`src/rtl/alu_pkg.sv`:
```
`default_nettype none
// ============================================================================
// Module      : alu_pkg
// Description : Shared ALU op encodings and RV64I opcode constants for the
//               ID-stage ALU issue path.
// Revision    : 1.0 - initial release
// ============================================================================
package alu_pkg;

  // ALU op codes as seen on the ID/EX boundary; NOR is reserved and never issued
  typedef enum logic [3:0] {
    ALU_AND = 4'b0000,
    ALU_OR  = 4'b0001,
    ALU_ADD = 4'b0010,
    ALU_SUB = 4'b0110,
    ALU_NOR = 4'b1100
  } alu_op_t;

  localparam logic [6:0] OP_R      = 7'b0110011;
  localparam logic [6:0] OP_IMM    = 7'b0010011;
  localparam logic [6:0] OP_LOAD   = 7'b0000011;
  localparam logic [6:0] OP_STORE  = 7'b0100011;
  localparam logic [6:0] OP_BRANCH = 7'b1100011;

endpackage : alu_pkg
`default_nettype wire

```
`src/rtl/alu_decode.sv`:
```
`default_nettype none
// ============================================================================
// Module      : alu_decode
// Description : Combinational RV64I decode of one instruction word into ALU
//               op, sign-extended immediate and control flags.
// Revision    : 1.0 - initial release
// ============================================================================
module alu_decode
  import alu_pkg::*;
#(
  parameter int XLEN = 64
) (
  input  logic [31:0]     inst,
  output alu_op_t         alu_op,
  output logic [XLEN-1:0] imm,
  output logic            use_imm,
  output logic            reg_write,
  output logic            is_branch,
  output logic            illegal
);

  logic [6:0] opcode;
  logic [2:0] funct3;
  logic       f7b5;

  assign opcode = inst[6:0];
  assign funct3 = inst[14:12];
  assign f7b5   = inst[30];

  // rs1 field is resolved by the register file, not by this decoder
  logic unused_rs1_field;
  assign unused_rs1_field = ^inst[19:15];

  // Opcode/funct decode; defaults describe the unsupported case (no-writeback ADD on rs2)
  always_comb begin
    alu_op    = ALU_ADD;
    imm       = '0;
    use_imm   = 1'b0;
    reg_write = 1'b0;
    is_branch = 1'b0;
    illegal   = 1'b0;
    case (opcode)
      OP_R: begin
        reg_write = 1'b1;
        case (funct3)
          3'b000:  alu_op = f7b5 ? ALU_SUB : ALU_ADD;
          3'b111:  alu_op = ALU_AND;
          3'b110:  alu_op = ALU_OR;
          default: begin
            reg_write = 1'b0;
            illegal   = 1'b1;
          end
        endcase
      end
      OP_IMM: begin
        imm       = {{(XLEN-12){inst[31]}}, inst[31:20]};
        use_imm   = 1'b1;
        reg_write = 1'b1;
        case (funct3)
          3'b000:  alu_op = ALU_ADD;
          3'b111:  alu_op = ALU_AND;
          3'b110:  alu_op = ALU_OR;
          default: begin
            imm       = '0;
            use_imm   = 1'b0;
            reg_write = 1'b0;
            illegal   = 1'b1;
          end
        endcase
      end
      OP_LOAD: begin
        imm       = {{(XLEN-12){inst[31]}}, inst[31:20]};
        use_imm   = 1'b1;
        reg_write = 1'b1;
      end
      OP_STORE: begin
        imm     = {{(XLEN-12){inst[31]}}, inst[31:25], inst[11:7]};
        use_imm = 1'b1;
      end
      OP_BRANCH: begin
        if (funct3 == 3'b000 || funct3 == 3'b001) begin
          alu_op    = ALU_SUB;
          is_branch = 1'b1;
        end else begin
          illegal = 1'b1;
        end
      end
      default: illegal = 1'b1;
    endcase
  end

endmodule : alu_decode
`default_nettype wire

```
`src/rtl/alu_issue_stage.sv`:
```
`default_nettype none
// ============================================================================
// Module      : alu_issue_stage
// Description : ID-stage ALU producer. Decodes the instruction, selects
//               operand B and holds one ID/EX entry behind a valid/ready
//               handshake with flush.
//               Optional macro ALU_ILLEGAL_DET_EN adds the ex_illegal flag.
// Revision    : 1.0 - initial release
// ============================================================================
module alu_issue_stage
  import alu_pkg::*;
#(
  parameter int XLEN = 64
) (
  input  logic            clk,
  input  logic            rst_n,
  input  logic            id_valid,
  output logic            id_ready,
  input  logic [31:0]     id_inst,
  input  logic [XLEN-1:0] id_rs1_data,
  input  logic [XLEN-1:0] id_rs2_data,
  input  logic            flush,
  output logic            ex_valid,
  input  logic            ex_ready,
  output logic [XLEN-1:0] ex_a,
  output logic [XLEN-1:0] ex_b,
  output logic [3:0]      ex_alu_op,
  output logic [XLEN-1:0] ex_store_data,
  output logic [4:0]      ex_rd,
  output logic            ex_reg_write,
`ifdef ALU_ILLEGAL_DET_EN
  output logic            ex_illegal,
`endif
  output logic            ex_is_branch
);

  alu_op_t         dec_alu_op;
  logic [XLEN-1:0] dec_imm;
  logic            dec_use_imm;
  logic            dec_reg_write;
  logic            dec_is_branch;
  logic            dec_illegal;
  logic            accept;

  alu_decode #(.XLEN(XLEN)) u_decode (
    .inst      (id_inst),
    .alu_op    (dec_alu_op),
    .imm       (dec_imm),
    .use_imm   (dec_use_imm),
    .reg_write (dec_reg_write),
    .is_branch (dec_is_branch),
    .illegal   (dec_illegal)
  );

  // The slot frees up whenever it is empty or being consumed this cycle
  assign id_ready = !ex_valid || ex_ready;
  assign accept   = id_valid && id_ready && !flush;

  // Slot occupancy: flush wins, then a new accept, then a drain
  always_ff @(posedge clk or negedge rst_n) begin
    if (!rst_n) begin
      ex_valid <= 1'b0;
    end else if (flush) begin
      ex_valid <= 1'b0;
    end else if (accept) begin
      ex_valid <= 1'b1;
    end else if (ex_ready) begin
      ex_valid <= 1'b0;
    end
  end

  // Payload only moves on accept so it stays frozen under backpressure and after drain
  always_ff @(posedge clk or negedge rst_n) begin
    if (!rst_n) begin
      ex_a          <= '0;
      ex_b          <= '0;
      ex_alu_op     <= ALU_ADD;
      ex_store_data <= '0;
      ex_rd         <= '0;
      ex_reg_write  <= 1'b0;
      ex_is_branch  <= 1'b0;
    end else if (accept) begin
      ex_a          <= id_rs1_data;
      ex_b          <= dec_use_imm ? dec_imm : id_rs2_data;
      ex_alu_op     <= dec_alu_op;
      ex_store_data <= id_rs2_data;
      ex_rd         <= dec_reg_write ? id_inst[11:7] : 5'd0;
      ex_reg_write  <= dec_reg_write;
      ex_is_branch  <= dec_is_branch;
    end
  end

`ifdef ALU_ILLEGAL_DET_EN
  // Illegal flag follows the payload but is also killed by flush alongside ex_valid
  always_ff @(posedge clk or negedge rst_n) begin
    if (!rst_n) begin
      ex_illegal <= 1'b0;
    end else if (flush) begin
      ex_illegal <= 1'b0;
    end else if (accept) begin
      ex_illegal <= dec_illegal;
    end
  end
`else
  logic unused_illegal;
  assign unused_illegal = dec_illegal;
`endif

endmodule : alu_issue_stage
`default_nettype wire

```
`config.mk`:
```
export PLATFORM = sky130hd
export DESIGN_NAME = alu_issue_stage
export DESIGN_NICKNAME = d
export VERILOG_FILES = /design/src/rtl/alu_pkg.sv /design/src/rtl/alu_decode.sv /design/src/rtl/alu_issue_stage.sv
export SDC_FILE = /design/constraint.sdc
export NUM_CORES = 1
export LEC_CHECK = 0
export ABC_CLOCK_PERIOD_IN_PS = 2200
export CAP_MARGIN = 20
export CORE_MARGIN = 4
export CORE_UTILIZATION = 30
export CTS_CLUSTER_DIAMETER = 100
export DETAILED_ROUTE_END_ITERATION = 8
export PLACE_DENSITY = 0.58
export SLEW_MARGIN = 20
export SYNTH_ARGS = -nofsm -noshare
export SYNTH_HDL_FRONTEND = slang
export SYNTH_SLANG_ARGS = --single-unit
```
`constraint.sdc`:
```
create_clock -name clk -period 2.2 [get_ports clk]
set_clock_uncertainty 0.15 [all_clocks]
set_input_delay 0.44 -clock clk [delete_from_list [all_inputs] [get_ports clk]]
set_output_delay 0.44 -clock clk [all_outputs]
set_load 0.02 [all_outputs]
```
---- Word-level counts from Yosys, hierarchy flattened ----
Index checks and enable logic that the tools add are counted.
operators by class
  equal/unequal tests ..................... 8
  mux-type cells .......................... 17
  reductions and logical operators ........ 11
operators with widths
  kind                count
  $pmux 64 s3         1
  $mux 64             2
  $pmux 4 s3          2
  $eq 7x6->1 const B  2
  $eq 7x2->1 const B  1
  $eq 7x5->1 const B  1
  $eq 7x7->1 const B  1
  $eq 3x3->1 const B  2
  $mux 1              6
  $mux 3              2
  $mux 5              1
  $pmux 1 s2          2
  $pmux 2 s2          1
  $reduce_or 2->1     2
  $eq 3x1->1 const B  1
  $logic_not 3->1     1
  $reduce_bool 3->1   1
  $reduce_or 3->1     1
  $logic_and 1x1->1   2
  $logic_not 1->1     2
  $logic_or 1x1->1    2
word-level totals
  register bits after elaboration ......... 204
  input bits .............................. 165
  output and inout bits ................... 205
  word-level logic and storage cells ...... 44

---- Longest topological paths before layout ----
  depth in word-level cells ............... 6
  gate-level depth with buffers ........... 8
  depth with buffers taken out ............ 5

---- By module ----
From an unflattened synthesis, not the netlist that was laid out.
unflattened totals
  cells, all modules ...................... 610
  area total of the unflattened synthesis .. 9091.2 µm²
modules (own cells, without submodules)
  module           instances  cells an instance  area each (µm²)  seq. area each (µm²)
  alu_issue_stage  1          515                8400.6           5106.1
  alu_decode       1          95                 690.7            0.0

---- Worst setup path before layout ----
OpenSTA, ideal clock, no wires.
  path type ............................... reg-to-reg
  start point ............................. reg ex_valid
  end point ............................... reg ex_a[0]
  library setup time ...................... 0.065 ns
  arrival ................................. 1.629 ns
  required time ........................... 1.985 ns
  path slack .............................. 0.356 ns
  stages on the path, launching flop included .. 9
  buffers on the path ..................... 3
  clock period less this slack ............ 1.844 ns
  path through ............................ dfrtp_1 nor2b_1 inv_1 nand3b_1 buf_2 clkbuf_1 buf_2 nand2_1 nand2_1
between the ends
  longest elaborated chain between the ends .. 4
ends and longest elaborated chain
  item                             line                   text
  start, declared                  alu_issue_stage.sv:23  output logic ex_valid,
  start signal, assigned           alu_issue_stage.sv:62  ex_valid <= 1'b0;
  start signal, assigned           alu_issue_stage.sv:64  ex_valid <= 1'b0;
  start signal, assigned           alu_issue_stage.sv:66  ex_valid <= 1'b1;
  $logic_not 1->1                  alu_issue_stage.sv:56  assign id_ready = !ex_valid || ex_ready;
  $logic_or 1x1->1                 alu_issue_stage.sv:56
  named net id_ready               alu_issue_stage.sv:18  output logic id_ready,
  $logic_and 1x1->1 (2 in series)  alu_issue_stage.sv:57  assign accept = id_valid && id_ready && !flush;
  end signal, assigned             alu_issue_stage.sv:83  ex_a <= id_rs1_data;
  end, declared                    alu_issue_stage.sv:25  output logic [XLEN-1:0] ex_a,
The timed path passes the listed nets, and every way through them passes these cells.
A chain may end at the register's enable or synchronous reset.

---- Worst setup path in the final report ----
  start point ............................. reg ex_b[14]
  end point ............................... out ex_b[14]
RTL lines
  item                    line                   text
  start, declared         alu_issue_stage.sv:26  output logic [XLEN-1:0] ex_b,
  start signal, assigned  alu_issue_stage.sv:84  ex_b <= dec_use_imm ? dec_imm : id_rs2_data;
No word-level cell between the ends.

==> impl_results.html <==
<table>
<tr><th>Metric</th><th>Value</th></tr>
<tr><th colspan="2">Status</th></tr>
<tr><td>Outcome</td><td>complete, no violations</td></tr>
<tr><th colspan="2">Routing</th></tr>
<tr><td>Total iterations of the first detailed-routing run</td><td>4</td></tr>
<tr><td>Average via count per standard cell</td><td>4.46</td></tr>
<tr><td>Wire length per cell</td><td>16.6 um</td></tr>
<tr><td>Total wirelength of the detailed-routed design</td><td>26900 um</td></tr>
<tr><td>DRC</td><td>0</td></tr>
<tr><td>Drt initial violations</td><td>387</td></tr>
<tr><td>Remaining antenna violation count after routing</td><td>0</td></tr>
<tr><td>Total vias in the final route</td><td>7211</td></tr>
<tr><th colspan="2">Global routing</th></tr>
<tr><td>Largest net degree at the start of global routing</td><td>65</td></tr>
<tr><td>Wire length of the first global-routing pass</td><td>41200 um</td></tr>
<tr><td>Gr usage total</td><td>17.6%</td></tr>
<tr><td>Aggregate global routing overflow</td><td>0</td></tr>
<tr><td>Number of global-route vias before repair</td><td>7367</td></tr>
<tr><td>Antenna violations before repair</td><td>2</td></tr>
<tr><th colspan="2">CTS</th></tr>
<tr><td>TritonCTS clock tree</td><td>built</td></tr>
<tr><td>Number of H-tree branching levels</td><td>1</td></tr>
<tr><td>Clock latency at the later pin of the worst-skew pair</td><td>500 ps</td></tr>
<tr><td>Clock Sinks</td><td>203</td></tr>
<tr><td>Maximum clock insertion buffer count</td><td>3</td></tr>
<tr><td>Clock root buffer</td><td>sky130_fd_sc_hd__clkbuf_16</td></tr>
<tr><td>Clock edge transition at the registers on the reported setup and hold paths</td><td>60 ps</td></tr>
<tr><td>Setup repair bufs after CTS</td><td>0</td></tr>
<tr><td>Number of clock buffers inserted by TritonCTS</td><td>23</td></tr>
<tr><th colspan="2">Synth</th></tr>
<tr><td>Ranking of synthesized cells by instance count</td><td>453 x sky130_fd_sc_hd__nand2_1, 202 x sky130_fd_sc_hd__dfrtp_1, 68 x sky130_fd_sc_hd__nor2_1, 62 x sky130_fd_sc_hd__a21oi_1, 32 x sky130_fd_sc_hd__buf_2</td></tr>
<tr><td>Most common cell in the netlist</td><td>sky130_fd_sc_hd__nand2_1</td></tr>
<tr><td>Sequential fraction of the synthesis area</td><td>63.5%</td></tr>
<tr><td>Synthesized net count</td><td>1051</td></tr>
<tr><td>Number of synthesized flops with an enable pin</td><td>0</td></tr>
<tr><td>Share of synthesized registers carrying an async set or reset</td><td>100%</td></tr>
<tr><td>Most area-consuming cells after synthesis</td><td>sky130_fd_sc_hd__dfrtp_1 63%, sky130_fd_sc_hd__nand2_1 21%, sky130_fd_sc_hd__a21oi_1 3.9%</td></tr>
<tr><td>Number of standard cells after synthesis</td><td>886</td></tr>
<tr><td>Post-synthesis instance area</td><td>0.00800 mm2</td></tr>
<tr><td>Count of synthesis-stage warnings from yosys</td><td>0</td></tr>
<tr><td>Mean cell area of the mapped netlist</td><td>9.03 um2</td></tr>
<tr><td>Number of storage elements in the synthesis netlist</td><td>203</td></tr>
<tr><td>Number of unique standard cell types used by synthesis</td><td>36</td></tr>
<tr><td>Share of Yosys cell area claimed by the top area cell type</td><td>63.2%</td></tr>
<tr><td>Cell type with the largest total area after synthesis</td><td>sky130_fd_sc_hd__dfrtp_1</td></tr>
<tr><td>Most used flip-flop cell after synthesis</td><td>sky130_fd_sc_hd__dfrtp_1</td></tr>
<tr><th colspan="2">Placed design</th></tr>
<tr><td>Global placer's final weighted congestion</td><td>0.781</td></tr>
<tr><td>Count of input and output buffers</td><td>363</td></tr>
<tr><td>Dpl hpwl</td><td>19600 um</td></tr>
<tr><th colspan="2">Critical path</th></tr>
<tr><td>Worst endpoint required time</td><td>1610 ps</td></tr>
<tr><td>Worst Path Max Fanout</td><td>2</td></tr>
<tr><td>Stages on worst setup path</td><td>1</td></tr>
<tr><td>Kind of critical path</td><td>register to primary output</td></tr>
<tr><td>CP max stage cell</td><td>sky130_fd_sc_hd__clkdlybuf4s50_1</td></tr>
<tr><td>Startpoint of the worst-slack reg-to-reg timing path</td><td>ex_valid$_DFFE_PN0P_</td></tr>
<tr><td>Buf/Inv on CP</td><td>1</td></tr>
<tr><td>Nature of the critical path startpoint</td><td>register</td></tr>
<tr><td>Register-to-register setup slack</td><td>410 ps</td></tr>
<tr><td>Slowest cell delay on critical path</td><td>640 ps</td></tr>
<tr><td>Reg2Reg Depth</td><td>7</td></tr>
<tr><td>Largest delay contributor family on the critical path</td><td>buffers and inverters</td></tr>
<tr><td>Endpoint kind of the worst setup timing path</td><td>primary output</td></tr>
<tr><td>Data arrival time of the critical path</td><td>1520 ps</td></tr>
<tr><td>Chain of cells forming the critical path</td><td>clkdlybuf4s50_1</td></tr>
<tr><td>Start point of the critical path</td><td>ex_b[14]$_DFFE_PN0P_</td></tr>
<tr><td>Worst setup endpoint</td><td>ex_b[14]</td></tr>
<tr><td>Reg2Reg Capture Point</td><td>ex_b[44]$_DFFE_PN0P_</td></tr>
<tr><th colspan="2">Power and ir drop</th></tr>
<tr><td>P_leak</td><td>6.17 nW</td></tr>
<tr><td>Power density normalized to cell area</td><td>867 mW/mm2</td></tr>
<tr><td>Total power</td><td>0.0113 W</td></tr>
<tr><td>Largest vdd supply drop</td><td>0.515 mV</td></tr>
<tr><th colspan="2">Cells and area</th></tr>
<tr><td>Layout cell share with drive strength beyond 1</td><td>7.03%</td></tr>
<tr><td>Net count reported at finish</td><td>1433</td></tr>
<tr><td>Sequential Area</td><td>0.00508 mm2</td></tr>
<tr><td>Final Core Density</td><td>50.0%</td></tr>
<tr><td>Area taken by multi-input logic gates</td><td>0.00267 mm2</td></tr>
<tr><td>P&amp;R area growth vs syn</td><td>63.4%</td></tr>
<tr><td>Filler cell count</td><td>2461</td></tr>
<tr><th colspan="2">Floorplan</th></tr>
<tr><td>Number of primary I/O pins</td><td>370</td></tr>
<tr><td>Starting density of the core</td><td>30.6%</td></tr>
<tr><td>Number of core rows</td><td>59</td></tr>
<tr><td>Area of the die</td><td>0.0294 mm2</td></tr>
<tr><td>Placeable core region</td><td>0.0261 mm2</td></tr>
<tr><td>Horiz. Die Dim</td><td>171 um</td></tr>
<tr><td>Floorplan die height</td><td>171 um</td></tr>
<tr><th colspan="2">STA</th></tr>
<tr><td>Final Slew Violations</td><td>0</td></tr>
<tr><td>Final number of hold-violating endpoints</td><td>0</td></tr>
<tr><td>Final worst path period need</td><td>2110 ps</td></tr>
<tr><td>Final Cycle Share</td><td>95.9%</td></tr>
<tr><td>Final count of negative-setup-slack endpoints</td><td>0</td></tr>
<tr><td>RSZ-0062 raised after global routing</td><td>false</td></tr>
<tr><td>Highest achievable clock rate</td><td>474 MHz</td></tr>
<tr><th colspan="2">Job</th></tr>
<tr><td>Maxcap violations</td><td>0</td></tr>
<tr><th colspan="2">Worst hold path</th></tr>
<tr><td>Worst hold-check path type</td><td>input pin to register</td></tr>
</table>
[flip-flops by register name, indices dropped and copies added (netlist names)]
register / flops
ex_a: 64
ex_reg_write: 1
ex_is_branch: 1
ex_rd: 5
ex_b: 64
ex_valid: 1
ex_alu_op: 3
ex_store_data: 64
[worst min path at each step]
| stage | slack (ps) | start | end | depth (start not counted) |
|---|---|---|---|---|
| 2_1_floorplan | -6 | rst_n | ex_a[0]$_DFFE_PN0P_ | 0 |
| 3_5_place_dp | 280 | rst_n | ex_a[29]$_DFFE_PN0P_ | 1 |
| 3_3_place_gp | 290 | rst_n | ex_a[29]$_DFFE_PN0P_ | 1 |
| 4_1_cts | 280 | id_rs1_data[43] | ex_a[43]$_DFFE_PN0P_ | 3 |
| 5_1_grt | 290 | id_rs1_data[2] | ex_a[2]$_DFFE_PN0P_ | 3 |
| 6_report | 310 | id_rs1_data[0] | ex_a[0]$_DFFE_PN0P_ | 3 |
[area by class of cell]
type	instances	share of cell area [%]
diodes	2	0.0383
clock buffers	34	5.25
clock inverters	4	0.373
inverters	3	0.0861
multi-input cells	628	20.4
flip-flops and latches	203	38.9
well taps	335	3.21
repair buffers	409	31.8
[what timing repair did]
action	CTS	global route
setup endpoints to repair	2	1
hold endpoints to repair	40	0
hold buffers	1	0
gates resized for setup	2	1
cloned	0	0
[where the power goes]
part	total [W]	internal, W	switching [W]	leakage (nW)
Sequential	0.00455	0.00427	0.000285	2.44
Combinational	0.00303	0.00146	0.00157	3.37
Clock	0.00376	0.00226	0.00150	0.365
Total	0.0113	0.00798	0.00336	6.17
[per-stage QoR]
| stage | hold WS, ps | cells | setup TNS [ps] | instance area (um2) | setup WS (ps) |
|---|---|---|---|---|---|
| after detailed placement | 284 | 1577 | -14000 | 12300 | -238 |
| final | 307 | 1618 | 0 | 13100 | 89.6 |
| after floorplan | -5.59 | 886 | 0 | 8000 | 356 |
| after global placement | 287 | 1577 | -11760 | 12300 | -209 |
| after CTS | 282 | 1616 | 0 | 13100 | 31.5 |
| after global routing | 290 | 1618 | 0 | 13100 | 22.6 |
[cells by family (layout without fill, tap and decap cells)]
logic type / count (synthesis) / count (layout) / synth area share, %
AND/OR/NAND/NOR: 537 / 537 / 26.0
flip-flops: 203 / 203 / 63.5
buffers and inverters: 55 / 450 / 3.36
other: 1 / 3 / 0.0469
multiplexers: 3 / 3 / 0.422
AO/OA/AOI/OAI: 87 / 87 / 6.72
[cell usage in the layout, fill, tap and decap left out, types with 2 or more instances in the layout]
| cell type | netlist | final |
|---|---|---|
| sky130_fd_sc_hd__clkinv_2 | 0 | 2 |
| sky130_fd_sc_hd__clkbuf_1 | 13 | 4 |
| sky130_fd_sc_hd__mux2_2 | 3 | 3 |
| sky130_fd_sc_hd__clkdlybuf4s50_1 | 0 | 359 |
| sky130_fd_sc_hd__nor2_1 | 68 | 68 |
| sky130_fd_sc_hd__diode_2 | 0 | 2 |
| sky130_fd_sc_hd__a31oi_1 | 3 | 3 |
| sky130_fd_sc_hd__inv_1 | 3 | 3 |
| sky130_fd_sc_hd__a32o_1 | 5 | 5 |
| sky130_fd_sc_hd__buf_4 | 6 | 31 |
| sky130_fd_sc_hd__o21ai_0 | 4 | 4 |
| sky130_fd_sc_hd__a211oi_1 | 3 | 3 |
| sky130_fd_sc_hd__dlygate4sd2_1 | 0 | 2 |
| sky130_fd_sc_hd__o31ai_1 | 4 | 4 |
| sky130_fd_sc_hd__clkbuf_8 | 0 | 8 |
| sky130_fd_sc_hd__buf_12 | 0 | 14 |
| sky130_fd_sc_hd__dfrtp_1 | 202 | 202 |
| sky130_fd_sc_hd__clkbuf_16 | 0 | 23 |
| sky130_fd_sc_hd__nand2_1 | 453 | 453 |
| sky130_fd_sc_hd__a21oi_1 | 62 | 62 |
| sky130_fd_sc_hd__nor2b_1 | 4 | 4 |
[metal layers]
metal	share of wire, %	GRT usage [%]	vias to the layer above	routed length (um)
li1	-	-	3545	-
met5	0	0	-	0
met4	1.9	4.44	0	508
met3	9.7	6.11	27	2620
met2	47	29.2	282	12600
met1	41	22.2	3357	11200
Power figures use the tool's default switching activity.
